## src/rtl/miss_record_reader_pkg.sv

```systemverilog
// rtl/miss_record_reader_pkg.sv - record layout, end marker and state encoding for the miss record reader
package miss_record_reader_pkg;

    localparam int REC_W       = 28;
    localparam int FIELD_W     = 4;
    localparam int PILL_W      = 2 * FIELD_W;
    localparam int TAG_LSB     = 24;
    localparam int PILL0_LSB   = 16;
    localparam int PILL1_LSB   = 8;
    localparam int PILL2_LSB   = 0;
    localparam int MISS_OFFSET = 0;
    localparam int ID_OFFSET   = FIELD_W;

    localparam logic [FIELD_W-1:0] END_TAG   = 4'h0;
    localparam logic [1:0]         LAST_PILL = 2'd2;

    typedef enum logic [2:0] {
        S_IDLE,
        S_ISSUE,
        S_WAIT,
        S_LATCH,
        S_SHOW,
        S_NEXT,
        S_DONE
    } state_t;

    // Returns {id, misses} of the selected pill.
    function automatic logic [PILL_W-1:0] pill_field(input logic [REC_W-1:0] rec,
                                                     input logic [1:0]       pill);
        case (pill)
            2'd0:    pill_field = rec[PILL0_LSB +: PILL_W];
            2'd1:    pill_field = rec[PILL1_LSB +: PILL_W];
            default: pill_field = rec[PILL2_LSB +: PILL_W];
        endcase
    endfunction

endpackage

```

## src/rtl/miss_record_reader_dwell_timer.sv

```systemverilog
// rtl/miss_record_reader_dwell_timer.sv - loadable down-counter that flags expiry at zero
module dwell_timer #(
    parameter int W = 8
) (
    input  logic         clk,
    input  logic         rst_n,
    input  logic         load_i,
    input  logic [W-1:0] load_val_i,
    input  logic         en_i,
    output logic         expired_o
);

    logic [W-1:0] cnt_q;

    always_ff @(posedge clk or negedge rst_n) begin
        if (!rst_n) begin
            cnt_q <= '0;
        end else if (load_i) begin
            cnt_q <= load_val_i;
        end else if (en_i && (cnt_q != '0)) begin
            cnt_q <= cnt_q - W'(1);
        end
    end

    assign expired_o = (cnt_q == '0);

endmodule

```

## src/rtl/miss_record_reader.sv

```systemverilog
// rtl/miss_record_reader.sv - walks the miss log RAM and shows each pill entry; MISS_TOTAL_EN adds a saturating miss total
module miss_record_reader
    import miss_record_reader_pkg::*;
#(
    parameter int ADDR_W       = 4,
    parameter int DWELL_CYCLES = 50_000_000
) (
    input  logic              clk,
    input  logic              resetN,
    input  logic              startReview,
    input  logic              stepNext,
    output logic [ADDR_W-1:0] ramAddr,
    output logic              ramRdEn,
    input  logic [REC_W-1:0]  ramData,
    output logic [3:0]        displayTag,
    output logic [1:0]        displayPill,
    output logic [3:0]        displayId,
    output logic [3:0]        displayMisses,
    output logic              displayValid,
    output logic              busy,
    output logic              done
`ifdef MISS_TOTAL_EN
    ,
    output logic [7:0]        totalMisses
`endif
);

    localparam int                CNT_W      = $clog2(DWELL_CYCLES);
    localparam logic [CNT_W-1:0]  DWELL_LOAD = CNT_W'(DWELL_CYCLES - 1);
    localparam logic [ADDR_W-1:0] LAST_ADDR  = '1;

    state_t             state_q;
    logic [ADDR_W-1:0]  addr_q;
    logic               rd_en_q;
    logic [REC_W-1:0]   record_q;
    logic [1:0]         pill_q;

    logic expired;
    logic advance;
    logic timer_load;
    logic is_end;
    logic start_ok;

    assign is_end     = (ramData[TAG_LSB +: FIELD_W] == END_TAG);
    assign start_ok   = startReview && ((state_q == S_IDLE) || (state_q == S_DONE));
    // A coincident stepNext and expiry collapse into this single advance.
    assign advance    = (state_q == S_SHOW) && (expired || stepNext);
    assign timer_load = ((state_q == S_LATCH) && !is_end) || (advance && (pill_q != LAST_PILL));

    dwell_timer #(
        .W(CNT_W)
    ) u_dwell_timer (
        .clk        (clk),
        .rst_n      (resetN),
        .load_i     (timer_load),
        .load_val_i (DWELL_LOAD),
        .en_i       (state_q == S_SHOW),
        .expired_o  (expired)
    );

    always_ff @(posedge clk or negedge resetN) begin
        if (!resetN) begin
            state_q  <= S_IDLE;
            addr_q   <= '0;
            rd_en_q  <= 1'b0;
            record_q <= '0;
            pill_q   <= '0;
        end else begin
            case (state_q)
                S_IDLE, S_DONE: begin
                    if (start_ok) begin
                        addr_q  <= '0;
                        rd_en_q <= 1'b1;
                        state_q <= S_ISSUE;
                    end
                end
                S_ISSUE: begin
                    rd_en_q <= 1'b0;
                    state_q <= S_WAIT;
                end
                S_WAIT: state_q <= S_LATCH;
                S_LATCH: begin
                    record_q <= ramData;
                    pill_q   <= '0;
                    state_q  <= is_end ? S_DONE : S_SHOW;
                end
                S_SHOW: begin
                    if (advance) begin
                        if (pill_q != LAST_PILL) begin
                            pill_q <= pill_q + 2'd1;
                        end else begin
                            state_q <= S_NEXT;
                        end
                    end
                end
                S_NEXT: begin
                    if (addr_q == LAST_ADDR) begin
                        state_q <= S_DONE;
                    end else begin
                        addr_q  <= addr_q + ADDR_W'(1);
                        rd_en_q <= 1'b1;
                        state_q <= S_ISSUE;
                    end
                end
                default: state_q <= S_IDLE;
            endcase
        end
    end

`ifdef MISS_TOTAL_EN
    logic [7:0] total_q;
    logic [7:0] total_d;
    logic [8:0] total_sum;

    assign total_sum = 9'(total_q)
                     + 9'(ramData[PILL0_LSB + MISS_OFFSET +: FIELD_W])
                     + 9'(ramData[PILL1_LSB + MISS_OFFSET +: FIELD_W])
                     + 9'(ramData[PILL2_LSB + MISS_OFFSET +: FIELD_W]);
    assign total_d   = total_sum[8] ? 8'hFF : total_sum[7:0];

    always_ff @(posedge clk or negedge resetN) begin
        if (!resetN) begin
            total_q <= '0;
        end else if (start_ok) begin
            total_q <= '0;
        end else if ((state_q == S_LATCH) && !is_end) begin
            total_q <= total_d;
        end
    end

    assign totalMisses = total_q;
`endif

    assign ramAddr      = addr_q;
    assign ramRdEn      = rd_en_q;
    assign displayTag   = record_q[TAG_LSB +: FIELD_W];
    assign displayPill  = pill_q;
    assign {displayId, displayMisses} = pill_field(record_q, pill_q);
    assign displayValid = (state_q == S_SHOW);
    assign busy         = (state_q != S_IDLE) && (state_q != S_DONE);
    assign done         = (state_q == S_DONE);

endmodule

```

## config.mk

```make
export PLATFORM = sky130hd
export DESIGN_NAME = miss_record_reader
export DESIGN_NICKNAME = d
export VERILOG_FILES = /design/src/rtl/miss_record_reader_pkg.sv /design/src/rtl/miss_record_reader_dwell_timer.sv /design/src/rtl/miss_record_reader.sv
export SDC_FILE = /design/constraint.sdc
export NUM_CORES = 1
export LEC_CHECK = 0
export CAP_MARGIN = 20
export CORE_MARGIN = 2
export CORE_UTILIZATION = 45
export CTS_CLUSTER_DIAMETER = 120
export DETAILED_ROUTE_END_ITERATION = 10
export GPL_TIMING_DRIVEN = 0
export PLACE_DENSITY = 0.69
export SYNTH_ARGS = -nofsm -noshare
export SYNTH_HDL_FRONTEND = slang
export SYNTH_SLANG_ARGS = --single-unit
```

## constraint.sdc

```tcl
create_clock -name clk -period 3.82 [get_ports clk]
set_input_delay 0.764 -clock clk [delete_from_list [all_inputs] [get_ports clk]]
set_output_delay 0.764 -clock clk [all_outputs]
set_load 0.01 [all_outputs]
```

==> results.cfg <==
[synth]
synthFlopType = dfrtp_1
syn_inst = 318
async_reset_ff_share_pct = 100
avgSynthCellArea_sq_um = 10.3
ys_warn_count = 0
synth_common_cells = dfrtp_1 (64), nand2_1 (33), mux2_2 (28)
ys_top_cells_by_area = dfrtp_1 (49%), mux2_2 (9.6%), nand2_1 (3.8%), o21ai_0 (3.2%), nand3_1 (2.8%)
synth.ff_latch_count = 64
netlist_area_sq_mm = 0.00328
yosys.area.top_type = dfrtp_1
yosysMostFrequentCell = dfrtp_1
ys_types = 45
syn_nets = 355
synth_edf_count = 0
synth_top_area_share_pct = 48.9
ys_seq_area_share_pct = 48.9

[critical_path]
critPathCaptureType = primary output
cp.arrival_ns = 2.63
cp-start-kind = flop
cp_max_fo = 9
worst-setup-path-type = reg -> out
cp.required_ns = 3.06

[clock_tree]
cts_tree = built
holdBufCountCts = 0
clock-sinks = 64
clockBufferDepth = 2
clkLatencyLatePin_ns = 0.34
htree_levels = 3
postCtsSetupRepairBufs = 0
path_clk_slew_ns = 0.07
root_buffer = clkbuf_8
cts-buffers-inserted = 9
cts.repair.resized = 0

[detailed_routing]
wl_per_cell_microns = 15.4
drt-initial-drc-count = 125
vias_per_cell = 5.56
drcViolationCount = 0
drt-total-wl_microns = 7470
routed-via-count = 2701
ant_nets = 0
dr.pass1.iters = 4

[min_path]
min_path_type = in -> async

[timing]
worst_slack_ns = 0.428
min_period_ns = 3.39
rsz0062_at_grt = no
period_share_pct = 88.8
slew_violations = 0
tightest_slew_ns = 0.846
hold_viol = 0
slew_headroom_pct = 43.0
fin_skew_ns = 0.00979
fin_tns_setup_ns = 0
fmax_ghz = 0.295
setup_viol = 0

[place]
dp.cells = 470
dp_hpwl_microns = 5100
gp_congestion = 0.783
pre_cts_ws_ns = 0.495
port_buffers = 53

[finish]
final_layout_size_suffix_gt1_share_pct = 16.0
antennaDiodeCount = 0
stdcell_count = 486
n_fill_cell = 650
post-route-util_pct = 57.9
nets = 419
area_growth_pct = 26.2

[die]
core_sq_mm = 0.00714
io_pins = 54
initial_core_util_pct = 45.9
fp.dieW_microns = 89.3
die_height_microns = 89.3
rows = 31
dieArea_sq_mm = 0.00798

[global_route]
grt_max_degree = 65
grt_pass1_wl_microns = 12100
grt_pass1_vias = 2491
grt.total_usage_pct = 19.7
grt-ovfl-total = 0
antenna_found_initial = 0

[status]
outcome = finished clean

[pwr]
p_per_area_mw_per_mm2 = 674
p_leak_nw = 1.57
max-vdd-ir-drop_mv = 0.366

[flow_run]
drv_cap = 0
[state kept, by name (all words and copies together) (netlist names)]
register             flops
u_dwell_timer.cnt_q     26
state_q                  3
ramRdEn                  1
record_q                28
ramAddr                  4
displayPill              2
[routing by layer]
layer	global-route usage, %	vias up	wire (microns)
met5	0	-	0
met2	30.2	65	3520
met4	6.24	0	116
met1	27.9	1317	3540
li1	-	1304	-
met3	4.06	15	293
[critical path, stage by stage (launching register included)]
cell and delay (ns):
dfrtp_1 0.43, inv_1 0.10, ha_1 0.20, clkbuf_1 0.24
nor2_1 0.54, nand2_1 0.13, nand2_1 0.11, clkdlybuf4s50_1 0.53
[cells by family after synthesis]
| group | count (synthesis) | share of synthesized area, % |
|---|---|---|
| AO/OA/AOI/OAI | 65 | 12.5 |
| XOR/XNOR | 10 | 2.67 |
| adder cells (fa/ha/maj) | 5 | 1.91 |
| buffers and inverters | 25 | 4.01 |
| flip-flops | 64 | 48.9 |
| multiplexers | 28 | 9.63 |
| AND/OR/NAND/NOR | 121 | 20.4 |
[per-stage QoR]
stage               instance area [sq um]  power (mW)  hold WS, ns
global placement                     3930        2.17        0.487
CTS                                  4130        2.81        0.511
global route                         4130        2.99        0.525
finish                               4130        2.79        0.506
detailed placement                   3930        2.20        0.493
floorplan                            3280        1.71        0.468
[where the power goes]
part	total [mW]	internal (mW)	switching, mW
sequential	0.990	0.878	0.112
clock	0.600	0.321	0.279
combinational	1.20	0.629	0.568
total	2.79	1.83	0.959
[cell usage in the layout (no fill, tap or decap), drive strengths merged, types with 3 or more instances in the layout]
cell,count
dfrtp,64
clkdlybuf4s50,52
nand2,33
mux2,28
o21ai,21
clkbuf,19
nand3,18
or3,14
or4,14
nor2,10
nor3,10
o31ai,10
a21oi,10
buf,9
a22oi,8
inv,7
xor2,7
o211ai,5
ha,5
clkinv,5
a31oi,4
nor4,4
or2,4
xnor2,3
nand4,3
[final cells by class]
cell class	count	area [sq um]	area share, %
flip-flops and latches	64	1600	38.7
multi-input cells	229	1540	37.3
repair buffers	53	528	12.8
clock buffers	10	138	3.33
well taps	99	124	3.00
plain buffers	17	101	2.45
clock inverters	6	68.8	1.66
inverters	8	30.0	0.726
[worst paths after layout]
check                           cells after the start                   start  slack (ns)                 endpoint
max in group asynchronous                           1                  resetN        2.76  u_dwell_timer.cnt_q[14]
min in group clk                                    1            record_q[26]        0.51             record_q[26]
worst min register to register                      1            record_q[26]        0.51             record_q[26]
worst max register to register                      8  u_dwell_timer.cnt_q[0]        0.76   u_dwell_timer.cnt_q[9]
worst min-delay path                                1                  resetN        0.51  u_dwell_timer.cnt_q[19]
worst max-delay path                                7          displayPill[0]        0.43             displayId[2]
(Power assumes the default switching activity.)
